<file path="config.mk">
export PLATFORM = sky130hd
export DESIGN_NAME = ps2_host_tx_flat
export DESIGN_NICKNAME = d
export VERILOG_FILES = /design/src/rtl/ps2_host_tx_if.sv /design/src/rtl/ps2_host_tx.sv /design/src/flat_wrapper.sv
export SDC_FILE = /design/constraint.sdc
export NUM_CORES = 1
export LEC_CHECK = 0
export BUFFER_PORTS_ARGS = -buffer_cell sky130_fd_sc_hd__buf_4
export CORE_MARGIN = 2
export CORE_UTILIZATION = 25
export CTS_BUF_LIST = sky130_fd_sc_hd__clkbuf_16
export DETAILED_ROUTE_END_ITERATION = 7
export PLACE_DENSITY = 0.41
export SLEW_MARGIN = 5
export SYNTH_ARGS = -nofsm -noshare
export SYNTH_HDL_FRONTEND = slang
export SYNTH_SLANG_ARGS = --single-unit
</file>
<file path="constraint.sdc">
create_clock -name CLK -period 3.3 [get_ports CLK]
set_input_delay 0.66 -clock CLK [delete_from_list [all_inputs] [get_ports CLK]]
set_output_delay 0.66 -clock CLK [all_outputs]
set_load 0.02 [all_outputs]
</file>
<file path="src/rtl/ps2_host_tx_if.sv">
// Handshake between the PS/2 master controller FSM and the host transmitter.
// The master side issues byte requests; the slave (transmitter) reports progress and errors.
interface ps2_host_tx_if;
    logic       SEND_BYTE;
    logic [7:0] BYTE_TO_SEND;
    logic       BUSY;
    logic       BYTE_SENT;
    logic       SEND_ERROR;
    logic [1:0] ERROR_CODE;
    logic [2:0] RETRY_COUNT;

    modport master (
        output SEND_BYTE, BYTE_TO_SEND,
        input  BUSY, BYTE_SENT, SEND_ERROR, ERROR_CODE, RETRY_COUNT
    );

    modport slave (
        input  SEND_BYTE, BYTE_TO_SEND,
        output BUSY, BYTE_SENT, SEND_ERROR, ERROR_CODE, RETRY_COUNT
    );
endinterface

</file>
<file path="src/rtl/ps2_host_tx.sv">
// PS/2 host-to-device byte transmitter: request-to-send inhibit, 11-bit frame,
// device ACK check, per-state watchdog and automatic retries.
//
// state          | meaning
// S_IDLE         | lines released, waiting for SEND_BYTE
// S_INHIBIT      | PS/2 clock pulled low for INHIBIT_CYCLES
// S_REQ          | clock released, start bit (data low) driven
// S_START        | waiting for the first device clock fall
// S_DATA         | shifting byte bits out LSB first
// S_PARITY       | parity bit on the line
// S_STOP         | data released (stop bit), waiting for the ACK clock
// S_ACK          | sampling the device ACK bit
// S_RELEASE_WAIT | waiting for device to release clock and data
module ps2_host_tx #(
    parameter int INHIBIT_CYCLES = 6000,
    parameter int TIMEOUT_CYCLES = 100000,
    parameter int MAX_RETRIES    = 2,
    parameter int SYNC_STAGES    = 2,
    parameter bit ODD_PARITY     = 1'b1
) (
    input  logic         CLK,
    input  logic         RESET,
    input  logic         CLK_PS2_IN,
    output logic         CLK_PS2_OUT_EN,
    input  logic         DATA_PS2_IN,
    output logic         DATA_PS2_OUT,
    output logic         DATA_PS2_OUT_EN,
    ps2_host_tx_if.slave host
);
    typedef enum logic [3:0] {
        S_IDLE, S_INHIBIT, S_REQ, S_START, S_DATA,
        S_PARITY, S_STOP, S_ACK, S_RELEASE_WAIT
    } state_t;

    localparam int TMR_MAX = (INHIBIT_CYCLES > TIMEOUT_CYCLES) ? INHIBIT_CYCLES : TIMEOUT_CYCLES;
    localparam int TW = $clog2(TMR_MAX + 1);
    localparam logic [TW-1:0] INH_LOAD = TW'(INHIBIT_CYCLES - 1);
    localparam logic [TW-1:0] TO_LOAD  = TW'(TIMEOUT_CYCLES - 1);
    localparam logic [2:0]    MAX_R    = 3'(MAX_RETRIES);

    state_t                 state_q, state_d;
    logic [TW-1:0]          tmr_q;
    logic [SYNC_STAGES-1:0] clk_sync, data_sync;
    logic                   clk_s, data_s, clk_prev, fall;
    logic [7:0]             byte_q, byte_d;
    logic [2:0]             idx_q, idx_d, retry_q, retry_d;
    logic [1:0]             err_q, err_d, fail_code;
    logic                   sent_q, sent_d, error_q, error_d;
    logic                   fail, waiting, parity;
    logic                   clk_en_q, clk_en_d, dat_q, dat_d, dat_en_q, dat_en_d, busy_q;

    always_ff @(posedge CLK or negedge RESET) begin
        if (!RESET) begin
            clk_sync  <= '1;
            data_sync <= '1;
            clk_prev  <= 1'b1;
        end else begin
            clk_sync  <= {clk_sync[SYNC_STAGES-2:0], CLK_PS2_IN};
            data_sync <= {data_sync[SYNC_STAGES-2:0], DATA_PS2_IN};
            clk_prev  <= clk_s;
        end
    end

    assign clk_s  = clk_sync[SYNC_STAGES-1];
    assign data_s = data_sync[SYNC_STAGES-1];
    assign fall   = clk_prev & ~clk_s;
    assign parity = (^byte_q) ^ ODD_PARITY;

    always_comb begin
        state_d   = state_q;
        idx_d     = idx_q;
        byte_d    = byte_q;
        retry_d   = retry_q;
        err_d     = err_q;
        sent_d    = 1'b0;
        error_d   = 1'b0;
        fail      = 1'b0;
        fail_code = 2'd0;
        waiting   = state_q inside {S_START, S_DATA, S_PARITY, S_STOP, S_ACK, S_RELEASE_WAIT};

        if (waiting && tmr_q == '0) begin
            fail      = 1'b1;
            fail_code = 2'd2;
        end else begin
            case (state_q)
                S_IDLE: if (host.SEND_BYTE) begin
                    byte_d  = host.BYTE_TO_SEND;
                    retry_d = 3'd0;
                    err_d   = 2'd0;
                    state_d = S_INHIBIT;
                end
                S_INHIBIT: if (tmr_q == '0) state_d = S_REQ;
                S_REQ:     state_d = S_START;
                S_START: if (fall) begin
                    idx_d   = 3'd0;
                    state_d = S_DATA;
                end
                S_DATA: if (fall) begin
                    if (idx_q == 3'd7) state_d = S_PARITY;
                    else               idx_d   = idx_q + 3'd1;
                end
                S_PARITY: if (fall) state_d = S_STOP;
                S_STOP:   if (fall) state_d = S_ACK;
                S_ACK: begin
                    if (data_s) begin
                        fail      = 1'b1;
                        fail_code = 2'd1;
                    end else begin
                        state_d = S_RELEASE_WAIT;
                    end
                end
                S_RELEASE_WAIT: if (clk_s && data_s) begin
                    sent_d  = 1'b1;
                    state_d = S_IDLE;
                end
                default: state_d = S_IDLE;
            endcase
        end

        if (fail) begin
            err_d = fail_code;
            if (retry_q < MAX_R) begin
                retry_d = retry_q + 3'd1;
                state_d = S_INHIBIT;
            end else begin
                error_d = 1'b1;
                state_d = S_IDLE;
            end
        end

        // Line drive is derived from the next state so the pads switch with the state register.
        clk_en_d = (state_d == S_INHIBIT);
        dat_en_d = state_d inside {S_REQ, S_START, S_DATA, S_PARITY};
        dat_d    = 1'b0;
        if (state_d == S_DATA)   dat_d = byte_d[idx_d];
        if (state_d == S_PARITY) dat_d = parity;
    end

    always_ff @(posedge CLK or negedge RESET) begin
        if (!RESET) begin
            state_q  <= S_IDLE;
            tmr_q    <= '0;
            idx_q    <= 3'd0;
            byte_q   <= 8'd0;
            retry_q  <= 3'd0;
            err_q    <= 2'd0;
            sent_q   <= 1'b0;
            error_q  <= 1'b0;
            clk_en_q <= 1'b0;
            dat_q    <= 1'b0;
            dat_en_q <= 1'b0;
            busy_q   <= 1'b0;
        end else begin
            state_q  <= state_d;
            idx_q    <= idx_d;
            byte_q   <= byte_d;
            retry_q  <= retry_d;
            err_q    <= err_d;
            sent_q   <= sent_d;
            error_q  <= error_d;
            clk_en_q <= clk_en_d;
            dat_q    <= dat_d;
            dat_en_q <= dat_en_d;
            busy_q   <= (state_d != S_IDLE);
            if (state_d != state_q)
                tmr_q <= (state_d == S_INHIBIT) ? INH_LOAD : TO_LOAD;
            else if (fall && state_q != S_INHIBIT)
                tmr_q <= TO_LOAD;
            else if (tmr_q != '0)
                tmr_q <= tmr_q - 1'b1;
        end
    end

    assign CLK_PS2_OUT_EN   = clk_en_q;
    assign DATA_PS2_OUT     = dat_q;
    assign DATA_PS2_OUT_EN  = dat_en_q;
    assign host.BUSY        = busy_q;
    assign host.BYTE_SENT   = sent_q;
    assign host.SEND_ERROR  = error_q;
    assign host.ERROR_CODE  = err_q;
    assign host.RETRY_COUNT = retry_q;
endmodule

</file>
<file path="src/flat_wrapper.sv">
// flat-port wrapper written by rule: the top's interface ports become plain ports
module ps2_host_tx_flat 
#(
    parameter int INHIBIT_CYCLES = 6000,
    parameter int TIMEOUT_CYCLES = 100000,
    parameter int MAX_RETRIES    = 2,
    parameter int SYNC_STAGES    = 2,
    parameter bit ODD_PARITY     = 1'b1
)
  (CLK, RESET, CLK_PS2_IN, CLK_PS2_OUT_EN, DATA_PS2_IN, DATA_PS2_OUT, DATA_PS2_OUT_EN, host_SEND_BYTE, host_BYTE_TO_SEND, host_BUSY, host_BYTE_SENT, host_SEND_ERROR, host_ERROR_CODE, host_RETRY_COUNT);
  ps2_host_tx_if host_i ();
  input  logic CLK;
  input  logic RESET;
  input  logic CLK_PS2_IN;
  output logic CLK_PS2_OUT_EN;
  input  logic DATA_PS2_IN;
  output logic DATA_PS2_OUT;
  output logic DATA_PS2_OUT_EN;
  input wire logic [$bits(host_i.SEND_BYTE)-1:0] host_SEND_BYTE;
  input wire logic [$bits(host_i.BYTE_TO_SEND)-1:0] host_BYTE_TO_SEND;
  output wire logic [$bits(host_i.BUSY)-1:0] host_BUSY;
  output wire logic [$bits(host_i.BYTE_SENT)-1:0] host_BYTE_SENT;
  output wire logic [$bits(host_i.SEND_ERROR)-1:0] host_SEND_ERROR;
  output wire logic [$bits(host_i.ERROR_CODE)-1:0] host_ERROR_CODE;
  output wire logic [$bits(host_i.RETRY_COUNT)-1:0] host_RETRY_COUNT;
  assign host_i.SEND_BYTE = host_SEND_BYTE;
  assign host_i.BYTE_TO_SEND = host_BYTE_TO_SEND;
  assign host_BUSY = host_i.BUSY;
  assign host_BYTE_SENT = host_i.BYTE_SENT;
  assign host_SEND_ERROR = host_i.SEND_ERROR;
  assign host_ERROR_CODE = host_i.ERROR_CODE;
  assign host_RETRY_COUNT = host_i.RETRY_COUNT;
  ps2_host_tx #(.INHIBIT_CYCLES(INHIBIT_CYCLES), .TIMEOUT_CYCLES(TIMEOUT_CYCLES), .MAX_RETRIES(MAX_RETRIES), .SYNC_STAGES(SYNC_STAGES), .ODD_PARITY(ODD_PARITY)) u_core (.CLK(CLK), .RESET(RESET), .CLK_PS2_IN(CLK_PS2_IN), .CLK_PS2_OUT_EN(CLK_PS2_OUT_EN), .DATA_PS2_IN(DATA_PS2_IN), .DATA_PS2_OUT(DATA_PS2_OUT), .DATA_PS2_OUT_EN(DATA_PS2_OUT_EN), .host(host_i));
endmodule
</file>
; ---- After elaboration in Yosys (flattened, before gate mapping)
; Index checks and enable logic that the tools add are counted.
[classes]
n_eq_ne = 17
bitwise = 3
n_lt_le_gt_ge = 2
n_mux = 49
addsub = 3
n_reduce_logical = 14
[ops]
columns = operator, count
row1 = 2-to-1 mux 17 bit, 4
row2 = 2-to-1 mux 4 bit, 11
row3 = one-hot mux 4 bit (9 select lines), 1
row4 = 2-to-1 mux 3 bit, 9
row5 = "equality test 4 x 3 -> 1 bit, second input constant", 6
row6 = 2-to-1 mux 8 bit, 3
row7 = logical NOT 17 bit, 1
row8 = nonzero test 17 bit, 1
row9 = "subtractor 17 x 1 -> 17 bit, second input constant", 1
row10 = "equality test 4 x 2 -> 1 bit, second input constant", 4
row11 = 2-to-1 mux 1 bit, 13
row12 = 2-to-1 mux 2 bit, 6
row13 = "equality test 4 x 1 -> 1 bit, second input constant", 2
row14 = nonzero test 4 bit, 2
row15 = XOR reduction 8 bit, 1
row16 = "adder 3 x 1 -> 3 bit, second input constant", 2
row17 = one-hot mux 3 bit (2 select lines), 1
row18 = nonzero test 6 bit, 1
row19 = "equality test 4 bit, second input constant", 1
row20 = logical NOT 4 bit, 1
row21 = "< comparator 3 x 4 -> 1 bit, second input constant", 1
row22 = "inequality test 4 x 1 -> 1 bit, second input constant", 1
row23 = inequality test 4 bit, 1
row24 = nonzero test 2 bit, 2
row25 = other kinds (9), 12
[word_totals]
regBits = 48

; ---- Longest topological paths before layout
[logic_depth]
word_depth = 9
ltp_mapped = 10
depth_no_buf = 10

; ---- Worst setup path before layout
; No wires, ideal clock.
[synth_timing]
path_kind = reg2reg
startpoint = register u_core.tmr_q[5]
endpoint = register u_core.tmr_q[3]
path_stages_with_launch = 9
path_slack_ns = 0.817
required_ns = 3.162
arrival_ns = 2.345
synth_period_minus_slack_ns = 2.483
n_path_buf = 1
path_cell_list = dfrtp_1 -> or4_4 -> or2_4 -> nor3_4 -> o21ai_4 -> a21o_2 -> a221oi_4 -> buf_6 -> o211ai_1
[synth_via]
elab_chain_cells = 7
elab_cells_between_ends = 11
[synth_lines]
columns = item, line_no
row1 = from (decl), ps2_host_tx.sv:42  ; logic [TW-1:0] tmr_q;
row2 = from (signal assigned), ps2_host_tx.sv:166  ; tmr_q <= (state_d == S_INHIBIT) ? INH_LOAD : TO_LOAD;
row3 = from (signal assigned), ps2_host_tx.sv:170  ; tmr_q <= tmr_q - 1'b1;
row4 = logical NOT 17 bit, "ps2_host_tx.sv:81, ps2_host_tx.sv:92"
row5 = 2-to-1 mux 4 bit, ps2_host_tx.sv:92  ; S_INHIBIT: if (tmr_q == '0) state_d = S_REQ;
row6 = one-hot mux 4 bit (9 select lines), ps2_host_tx.sv:85  ; case (state_q)
row7 = 2-to-1 mux 4 bit, ps2_host_tx.sv:81  ; if (waiting && tmr_q == '0) begin
row8 = 2-to-1 mux 4 bit, ps2_host_tx.sv:120  ; if (fail) begin
row9 = inequality test 4 bit, ps2_host_tx.sv:165  ; if (state_d != state_q)
row10 = nonzero test 3 bit (no line) / 2-to-1 mux 17 bit (equally long branches), n/a
; Several ways; a longest one is shown, not always the timed one.
; A chain may end at the register's enable or synchronous reset.

; ---- Final worst setup path
[layout_timing]
startpoint = register u_core.tmr_q[5]
endpoint = register u_core.tmr_q[2]
; Same word-level chain as after synthesis.

==> impl_metrics.ini <==
[floorplanning]
start_util = 0.2565
ioPinCount = 24
core.rowCount = 37
die_width_um = 106.7
die_area_sq_um = 11380
fp.dieH_um = 106.7
coreArea_sq_um = 10280

[clock_network]
cts_buffers = 5
clk_path_buf_depth = 2
htree_levels = 2
clk_latency_ps = 290
cts_tree = done
clk_pin_slew_worst_paths_ps = 60
cts_resized = 0
post-cts-setup-buffers = 0
root_buffer = clkbuf_16
cts_sinks = 48
ctsHoldBuffers = 0

[worst_setup_path]
path_cells = or4_4 -> nor3_1 -> a21o_2 -> o21bai_1 -> nand3_1 -> a221oi_4 -> buf_4 -> o211ai_1
required_ps = 3460
endpoint_kind = flop
worstSetupStartpointType = flop
critical-path-max-stage-delay_ps = 570
worst-setup-path-type = reg -> reg
cp.arrival_ps = 2870
crit_family = simple AND/OR/NAND/NOR gates
cp_max_fo = 17
path_buf_inv = 1
critPathSlowestCell = or4_4

[layout]
final_layout_size_suffix_gt1_frac = 0.2877
fin_cells = 421
utilization = 0.3048
antennaDiodeCount = 0
stdcell_area_sq_um = 3133
fin_nets = 301
area_growth_pct = 18.84

[routing]
ant_nets = 0
dr.pass1.iters = 4
num_vias = 2012
routedWlPerCell_um = 15.12
initialDrtViolationCount = 111
drc = 0
wl_um = 6366
viasPerCell = 4.779

[timing]
fin_tns_setup_ps = 0
timing.hold.ws_ps = 355.0
drv_slew = 0
min_period_ps = 2711
fmax_mhz = 368.9
worst_slack_ps = 589.2
fin_worst_skew_ps = 9.910
finalHoldViolations = 0
tightest_slew_ps = 642.4
post-route-period-util = 0.8214
grt_setup_unrepaired = false
setup_viol_count_final = 0
maxSlewHeadroom = 0.5606

[job]
cap_viol_max_count = 0

[place]
placed_cell_area_sq_um = 2995
place_ws_ps = 635.4
place_congestion = 0.7735
dp.cells = 413
dp_hpwl_um = 4519
io_buffers = 23

[pwr]
p_leak_nw = 1.385
peakVddDrop_mv = 0.2424
powerDensity_nw_per_um2 = 795.5
p_total_mw = 2.492

[synthesis]
synthAdderAreaFrac = 0.01898
synth_top_area_cell = dfrtp_1
synth_flop_cell = dfrtp_1
postSynthAreaPerCell_sq_um = 10.50
seq_area_frac_synth = 0.4580
synthCells = 251
synth.distinct_cells = 60
synth-compound-area-share = 0.1557
synth.top_cells.by_count = 43 x dfrtp_1, 22 x nand2_1, 15 x nor2_1, 15 x xnor2_1, 12 x o21ai_0
yosysMostFrequentCell = dfrtp_1
synthTopCellsByArea = dfrtp_1 41%, dfstp_2 5.0%, xnor2_1 5.0%
synth_top_area_frac = 0.4082
syn_area_sq_um = 2636
synth_xor_area_frac = 0.07309
synth.mux.area_fraction = 0.05316
synth_top_family_by_area = simple AND/OR/NAND/NOR gates
synthSimpleGateAreaFrac = 0.2074
synth_edf_count = 0
yosysWarnings = 0
async_flop_share = 1.000
ys_ff_latch = 48
syn-num-nets = 268

[global_route]
grt_first_pass_wirelength_um = 10460
antenna_found_initial = 0
globalRouteTotalUtil = 0.1158
grt_pass1_vias = 2002
grt_overflow = 0
grt_max_degree = 49

[outcome]
status = finished, final reports clean

[hold_path]
hold_class = reg -> reg
-- per-layer routing --
layer | global-route usage | wire length [um] | vias to the layer above
met5 | 0 | 0 | -
met4 | 0.04174 | 102 | 0
met3 | 0.01884 | 187 | 7
met2 | 0.1838 | 2912 | 34
met1 | 0.1591 | 3165 | 993
li1 | - | - | 978
-- cells in the final DEF (no fill, tap or decap), types with 4 or more instances in the layout --
cell type and instances:
dfstp_2 5, o211ai_1 4, mux2i_1 5, nand2_1 22, or3_1 4, clkbuf_16 5
nor3_1 7, ha_1 4, a21oi_1 7, nor2_1 15, nand4_1 5, buf_4 34
mux2_2 8, o21ai_0 12, nand3_1 6, dfrtp_1 43, nand2b_1 4, xnor2_1 15
xor2_1 7, inv_1 8, a31o_2 4
-- area by class of cell --
cell class                      instances  area (sq um)
Timing Repair Buffer                   34         255.2
Clock buffer                            5         125.1
Inverter                                6         22.52
Multi-Input combinational cell        189          1340
Tap cell                              136         170.2
Sequential cell                        48          1207
Fill cell                            1072          7144
Clock inverter                          3         12.51
-- sequential cells by signal, indices dropped and copies added, names as in the netlist --
register,flops
u_core.byte_q,8
u_core.state_q,4
u_core.tmr_q,17
u_core.host.RETRY_COUNT,3
u_core.DATA_PS2_OUT_EN,1
u_core.CLK_PS2_OUT_EN,1
u_core.host.BYTE_SENT,1
u_core.data_sync,2
u_core.host.SEND_ERROR,1
u_core.clk_prev,1
u_core.clk_sync,2
u_core.DATA_PS2_OUT,1
u_core.host.ERROR_CODE,2
u_core.host.BUSY,1
u_core.idx_q,3
-- worst paths after layout --
path,from,cells past startpoint,to,slack [ps]
max,u_core.tmr_q[5],8,u_core.tmr_q[2],590
min,u_core.clk_sync[0],0,u_core.clk_sync[1],360
max reg2reg,u_core.tmr_q[5],8,u_core.tmr_q[2],590
min reg2reg,u_core.clk_sync[0],0,u_core.clk_sync[1],360
max in group asynchronous,RESET,1,u_core.DATA_PS2_OUT_EN,2490
min in group asynchronous,RESET,1,u_core.tmr_q[6],390
-- cells by family (layout without fill, tap and decap cells) --
logic type | after synthesis | in the layout
AND/OR/NAND/NOR | 96 | 96
buffers and inverters | 14 | 48
AO/OA/AOI/OAI | 54 | 54
flip-flops | 48 | 48
XOR/XNOR | 22 | 22
adder cells (fa/ha/maj) | 4 | 4
multiplexers | 13 | 13
-- where the power goes --
group | switching, mW | internal, mW
registers | 0.148 | 0.740
logic | 0.597 | 0.510
clock network | 0.221 | 0.275
total | 0.967 | 1.53
(Power assumes the default switching activity.)
